<file path="config.mk">
export PLATFORM = sky130hd
export DESIGN_NAME = fetch_stage
export DESIGN_NICKNAME = d
export VERILOG_FILES = /design/src/rtl/pipeline_pkg.sv /design/src/rtl/fetch_skid_buffer.sv /design/src/rtl/fetch_stage.sv
export SDC_FILE = /design/constraint.sdc
export NUM_CORES = 1
export LEC_CHECK = 0
export CAP_MARGIN = 20
export CELL_PAD_IN_SITES_DETAIL_PLACEMENT = 1
export CELL_PAD_IN_SITES_GLOBAL_PLACEMENT = 2
export CORE_UTILIZATION = 32
export DETAILED_ROUTE_END_ITERATION = 8
export PLACE_DENSITY = 0.84
export SETUP_SLACK_MARGIN = 0.15
export SYNTH_ARGS = -nofsm -noshare
export SYNTH_HDL_FRONTEND = slang
export SYNTH_SLANG_ARGS = --single-unit
</file>
<file path="constraint.sdc">
create_clock -name clk -period 2.64 [get_ports clk]
set_clock_uncertainty 0.1 [all_clocks]
set_input_delay 0.264 -clock clk [delete_from_list [all_inputs] [get_ports clk]]
set_output_delay 0.264 -clock clk [all_outputs]
set_load 0.01 [all_outputs]
</file>
<file path="src/rtl/pipeline_pkg.sv">
// Shared pipeline definitions: fetch FSM states, IF/ID slot layout and
// default widths used by the fetch and decode stages.
package pipeline_pkg;

  localparam int DEF_ADDR_W = 16;
  localparam int DEF_DATA_W = 16;
  localparam logic [DEF_DATA_W-1:0] DEF_NOP_INSTR = 16'h0000;

  typedef enum logic [1:0] {
    FETCH = 2'd0,
    WAIT  = 2'd1,
    DROP  = 2'd2
  } fetch_state_t;

  typedef struct packed {
    logic                  valid;
    logic [DEF_DATA_W-1:0] instr;
    logic [DEF_ADDR_W-1:0] pc;
    logic [DEF_ADDR_W-1:0] pc_plus2;
  } if_id_t;

endpackage

</file>
<file path="src/rtl/fetch_skid_buffer.sv">
// One-entry holding register for a fetched instruction that decode could not
// take yet. Clear wins over write, write wins over read.
module fetch_skid_buffer #(
  parameter int DATA_W = 16,
  parameter int ADDR_W = 16
) (
  input  logic              clk,
  input  logic              reset,
  input  logic              clear,
  input  logic              wr,
  input  logic [DATA_W-1:0] wr_instr,
  input  logic [ADDR_W-1:0] wr_pc,
  input  logic [ADDR_W-1:0] wr_pc_plus2,
  input  logic              rd,
  output logic              full,
  output logic [DATA_W-1:0] rd_instr,
  output logic [ADDR_W-1:0] rd_pc,
  output logic [ADDR_W-1:0] rd_pc_plus2
);
  import pipeline_pkg::*;

  logic              full_r;
  logic [DATA_W-1:0] instr_r;
  logic [ADDR_W-1:0] pc_r;
  logic [ADDR_W-1:0] pc_plus2_r;

  // Entry storage and occupancy flag.
  always_ff @(posedge clk) begin
    if (reset) begin
      full_r     <= 1'b0;
      instr_r    <= {DATA_W{1'b0}};
      pc_r       <= {ADDR_W{1'b0}};
      pc_plus2_r <= {ADDR_W{1'b0}};
    end else if (clear) begin
      full_r <= 1'b0;
    end else if (wr) begin
      full_r     <= 1'b1;
      instr_r    <= wr_instr;
      pc_r       <= wr_pc;
      pc_plus2_r <= wr_pc_plus2;
    end else if (rd) begin
      full_r <= 1'b0;
    end else begin
      full_r <= full_r;
    end
  end

  assign full        = full_r;
  assign rd_instr    = instr_r;
  assign rd_pc       = pc_r;
  assign rd_pc_plus2 = pc_plus2_r;

endmodule

</file>
<file path="src/rtl/fetch_stage.sv">
// Instruction-fetch stage: req/ack handshake to instruction memory, IF/ID
// register with a one-entry skid, and flush handling for in-flight requests.
module fetch_stage #(
  parameter int                DATA_W    = pipeline_pkg::DEF_DATA_W,
  parameter int                ADDR_W    = pipeline_pkg::DEF_ADDR_W,
  parameter logic [DATA_W-1:0] NOP_INSTR = pipeline_pkg::DEF_NOP_INSTR
) (
  input  logic              clk,
  input  logic              reset,
  input  logic [ADDR_W-1:0] pc,
  input  logic              flush,
  input  logic              stall_id,
  output logic              imem_req,
  output logic [ADDR_W-1:0] imem_addr,
  input  logic              imem_ack,
  input  logic [DATA_W-1:0] imem_rdata,
  output logic              pc_hold,
  output logic              if_id_valid,
  output logic [DATA_W-1:0] if_id_instr,
  output logic [ADDR_W-1:0] if_id_pc,
  output logic [ADDR_W-1:0] if_id_pc_plus2
);
  import pipeline_pkg::*;

  localparam logic [ADDR_W-1:0] PC_STEP = ADDR_W'(2'd2);

  fetch_state_t      state_r;
  fetch_state_t      state_s;
  logic              req_r;
  logic [ADDR_W-1:0] addr_r;
  logic [ADDR_W-1:0] addr_plus2_s;
  logic              valid_r;
  logic [DATA_W-1:0] instr_r;
  logic [ADDR_W-1:0] pc_r;
  logic [ADDR_W-1:0] pc_plus2_r;

  logic              accept_s;
  logic              launch_s;
  logic              keep_s;
  logic              load_mem_s;
  logic              skid_wr_s;
  logic              skid_rd_s;
  logic              skid_full_s;
  logic              pc_hold_s;
  logic [DATA_W-1:0] skid_instr_s;
  logic [ADDR_W-1:0] skid_pc_s;
  logic [ADDR_W-1:0] skid_pc_plus2_s;

  assign addr_plus2_s = addr_r + PC_STEP;

  // Next-state and handshake decisions.
  always_comb begin
    accept_s  = !valid_r || !stall_id;
    state_s   = state_r;
    launch_s  = 1'b0;
    keep_s    = 1'b0;
    skid_rd_s = 1'b0;
    case (state_r)
      FETCH: begin
        if (flush) begin
          state_s = FETCH;
        end else if (skid_full_s) begin
          skid_rd_s = accept_s;
        end else if (accept_s) begin
          launch_s = 1'b1;
          state_s  = WAIT;
        end else begin
          state_s = FETCH;
        end
      end
      WAIT: begin
        if (imem_ack) begin
          keep_s  = !flush;
          state_s = FETCH;
        end else if (flush) begin
          state_s = DROP;
        end else begin
          state_s = WAIT;
        end
      end
      DROP: begin
        // The memory still owes an ack; its data is thrown away.
        if (imem_ack) begin
          state_s = FETCH;
        end else begin
          state_s = DROP;
        end
      end
      default: begin
        state_s = FETCH;
      end
    endcase
    load_mem_s = keep_s && accept_s;
    skid_wr_s  = keep_s && !accept_s;
    pc_hold_s  = reset || !(keep_s || flush);
  end

  // State register.
  always_ff @(posedge clk) begin
    if (reset) begin
      state_r <= FETCH;
    end else begin
      state_r <= state_s;
    end
  end

  // Request level and its latched address, held until the ack.
  always_ff @(posedge clk) begin
    if (reset) begin
      req_r  <= 1'b0;
      addr_r <= {ADDR_W{1'b0}};
    end else if (launch_s) begin
      req_r  <= 1'b1;
      addr_r <= pc;
    end else begin
      req_r  <= (state_s == WAIT) || (state_s == DROP);
      addr_r <= addr_r;
    end
  end

  // IF/ID pipeline register.
  always_ff @(posedge clk) begin
    if (reset) begin
      valid_r    <= 1'b0;
      instr_r    <= NOP_INSTR;
      pc_r       <= {ADDR_W{1'b0}};
      pc_plus2_r <= {ADDR_W{1'b0}};
    end else if (flush) begin
      valid_r <= 1'b0;
      instr_r <= NOP_INSTR;
    end else if (load_mem_s) begin
      valid_r    <= 1'b1;
      instr_r    <= imem_rdata;
      pc_r       <= addr_r;
      pc_plus2_r <= addr_plus2_s;
    end else if (skid_rd_s) begin
      valid_r    <= 1'b1;
      instr_r    <= skid_instr_s;
      pc_r       <= skid_pc_s;
      pc_plus2_r <= skid_pc_plus2_s;
    end else begin
      valid_r <= valid_r;
    end
  end

  fetch_skid_buffer #(
    .DATA_W (DATA_W),
    .ADDR_W (ADDR_W)
  ) u_skid (
    .clk         (clk),
    .reset       (reset),
    .clear       (flush),
    .wr          (skid_wr_s),
    .wr_instr    (imem_rdata),
    .wr_pc       (addr_r),
    .wr_pc_plus2 (addr_plus2_s),
    .rd          (skid_rd_s),
    .full        (skid_full_s),
    .rd_instr    (skid_instr_s),
    .rd_pc       (skid_pc_s),
    .rd_pc_plus2 (skid_pc_plus2_s)
  );

  assign imem_req       = req_r;
  assign imem_addr      = addr_r;
  assign pc_hold        = pc_hold_s;
  assign if_id_valid    = valid_r;
  assign if_id_instr    = instr_r;
  assign if_id_pc       = pc_r;
  assign if_id_pc_plus2 = pc_plus2_r;

endmodule

</file>
==> results.md <==
- Synth Cell Area: around 0.0047 sq mm
- Post-CTS Resized: 0
- CTS tree: yes
- Layout cells sized above 1: 0.0955
- Syn nets: approximately 590
- Internal power: 3.19 mW
- Die H: around 120 microns
- Synth async-reset ratio: 0
- Seq/Total Area, Yosys: 0.489
- Total of max-cap violations: 0
- Clock power frac: 0.483
- Final HPWL DP: 9670 microns
- WL final: 14,500 microns
- FILL cells: around 1,700
- Setup bufs post-CTS: 0
- Port Buffer Count: around 100
- Switching pwr: 969 uW
- Final Max Slew Viols: 0
- Status: finished clean
- CORE AREA: roughly 0.014 sq mm
- Worst VDD drop: 0.454 mV
- Seq pwr share: 0.438
- Clk root buf: clkbuf_16
- Cts hold-fix bufs: 0
- Initial antenna violation count: 0
- Syn Inst Count: around 560
- Critical path data arrival time: approximately 2.4 ns
- Total Routing Usage GR: 0.201
- Row count: 43
- Combinational power share: 0.079
- Tcrit/Tclk final: 0.818
- Post-synth EDFFs: 0
- WL/cell: 17.3 microns
- Crit path max-delay cell type: nor3_2
- IO Pins: approximately 100
- Fin util: 0.454
- Most common cell after layout, fill and taps aside: nand2_1
- Vias per cell: 5.16
- Hold Path Class: in -> reg
- Total number of vias: roughly 4,300
- Most frequent cells in the layout: nand2_1 (153), dfxtp_1 (115), clkdlybuf4s50_1 (102)
- First-pass GRT wire length: approximately 23,000 microns
- H-tree levels: 4
- PD cells: around 650 mW/mm^2
- Area grow syn2layout: 36.0%
- Synth cell types: 43
- CTS Buffer Depth: 2
- Ant diodes: 0
- CP Data Required Time: 2.88 ns
- Period minus WS final: 2.16 ns
- Leakage: around 2.2 nW
- Pin count of the biggest net entering global routing: between 70 and 80
- Final setup viols: 0
- Die ar.: 0.0152 sq mm
- Crit path cell chain: clkdlybuf4s50_1 -> nand2b_1 -> nor2_4 -> nor3_2 -> a221o_1
- Num CTS Buffers: 17
- Post-route ant nets: 0
- Top FF cell, synth: dfxtp_1
- Die Wd: between 100 and 150 microns
- Element type at the critical path start: input pin
- Critical path endpoint category: flip-flop
- Synth Warn #: 0
- Max-slew headroom: 0.289
- Setup CP Type: in -> reg
- Vias in the first global route: ~4,400
- Clk Latency, worst-skew pair: between 0.4 and 0.5 ns
- Clock sinks: 115
- Fin nets: about 690
- GP Congestion: roughly 0.75
- DRT Pass-1 Iters: 4
- Mean Syn Cell Area: ~8.5 sq um
- Sw Share: 0.233
- # DRC: 0
- Grt ovf: 0
- Max Freq: around 460 MHz
- Final hold violations: 0
- Worst Tran Pin Value: 1.06 ns
- RSZ-0062 raised after global routing: false
- Initial drt markers: 200
- CTS clk-pin slew, worst paths: ~0.050 ns
- CP Max Fanout: 16
- Yosys reg bits: about 120
- CP max stage delay: ~0.84 ns
- Initial Utilization: 0.334
- Setup TNS Final: 0 ns
-- registers in the layout, indices dropped and copies added (netlist names) --
name                count
state_r                 2
u_skid.rd_instr        16
imem_addr              16
u_skid.rd_pc_plus2     15
if_id_pc               16
u_skid.full             1
if_id_instr            16
if_id_valid             1
u_skid.rd_pc           16
imem_req                1
if_id_pc_plus2         15
-- cells by family (layout without fill, tap and decap cells) --
| kind of cell | after synthesis | in the layout | synth area share |
|---|---|---|---|
| and+or+nand+nor | 247 | 247 | 0.238 |
| AOI/OAI and AO/OA | 126 | 126 | 0.187 |
| DFF | 115 | 115 | 0.489 |
| buffers and inverters | 49 | 154 | 0.0503 |
| xor gates and xnor gates | 13 | 13 | 0.0242 |
| muxes | 4 | 4 | 0.00851 |
| adders and majority gates | 1 | 1 | 0.00266 |
-- worst max-delay path, delay by kind of cell --
family / cells / cell delay, ns
AOI/OAI and AO/OA: 1 / 0.30
buffers and inverters: 1 / 0.62
and+or+nand+nor: 3 / 1.20
-- layout make-up --
cell class | count | area (sq um) | share of cell area
clock buffer | 23 | 478 | 0.0747
clock inverter | 6 | 32.5 | 0.00508
inverter | 4 | 15.0 | 0.00235
multi-input combinational | 391 | 2170 | 0.339
sequential | 115 | 2300 | 0.360
tap | 180 | 225 | 0.0352
timing repair buffer | 121 | 1180 | 0.184
-- metrics by stage --
step	hold WS [ns]	area (sq um)	power [mW]	cells	setup slack (ns)
CTS	0.106	6390	4.20	839	0.489
global route	0.126	6400	4.31	840	0.385
floorplan	0.243	4710	2.00	555	0.920
finish	0.131	6400	4.16	840	0.479
global placement	0.337	5880	2.18	810	0.189
detailed placement	0.346	5880	2.19	810	0.107
-- Yosys cell counts, drive strengths merged, types with 6 or more instances --
cell | instances | area [sq um]
nand2b | 6 | 37.5
buf | 27 | 154
clkbuf | 18 | 67.6
a311oi | 20 | 175
a211oi | 13 | 97.6
dfxtp | 115 | 2300
and2 | 16 | 100
a21oi | 60 | 300
xnor2 | 12 | 105
nor2 | 39 | 154
nand2 | 153 | 574
a221o | 16 | 160
nand3 | 7 | 50.1
nor3 | 10 | 60.1
-- per-layer routing --
layer  GRT usage  routed length (microns)  vias to the layer above
met3      0.0489                      574                       14
li1            -                        -                     2105
met2       0.340                     7030                       94
met4      0.0693                      165                        0
met1       0.249                     6770                     2120
met5           0                        0                        -
-- power by group through the flow --
stage / logic, mW / registers (mW) / clock network, mW
floorplan: 0.143 / 1.86 / 0
global placement: 0.326 / 1.85 / 0
detailed placement: 0.331 / 1.86 / 0
CTS: 0.334 / 1.82 / 2.05
global route: 0.357 / 1.82 / 2.13
finish: 0.330 / 1.82 / 2.01
-- path summary, 6_finish.rpt --
path / from / end / slack, ns / depth (start not counted)
worst max-delay path: flush / if_id_instr[11]$_SDFFE_PP0P_ / 0.48 / 5
worst min-delay path: reset / if_id_valid$_SDFFE_PP0P_ / 0.13 / 3
worst max register to register: state_r[1]$_SDFF_PP0_ / if_id_instr[11]$_SDFFE_PP0P_ / 0.50 / 4
worst min register to register: u_skid.rd_instr[10]$_SDFFE_PP0P_ / u_skid.rd_instr[10]$_SDFFE_PP0P_ / 0.35 / 2
Note: power is estimated with default switching activity, not from simulation.
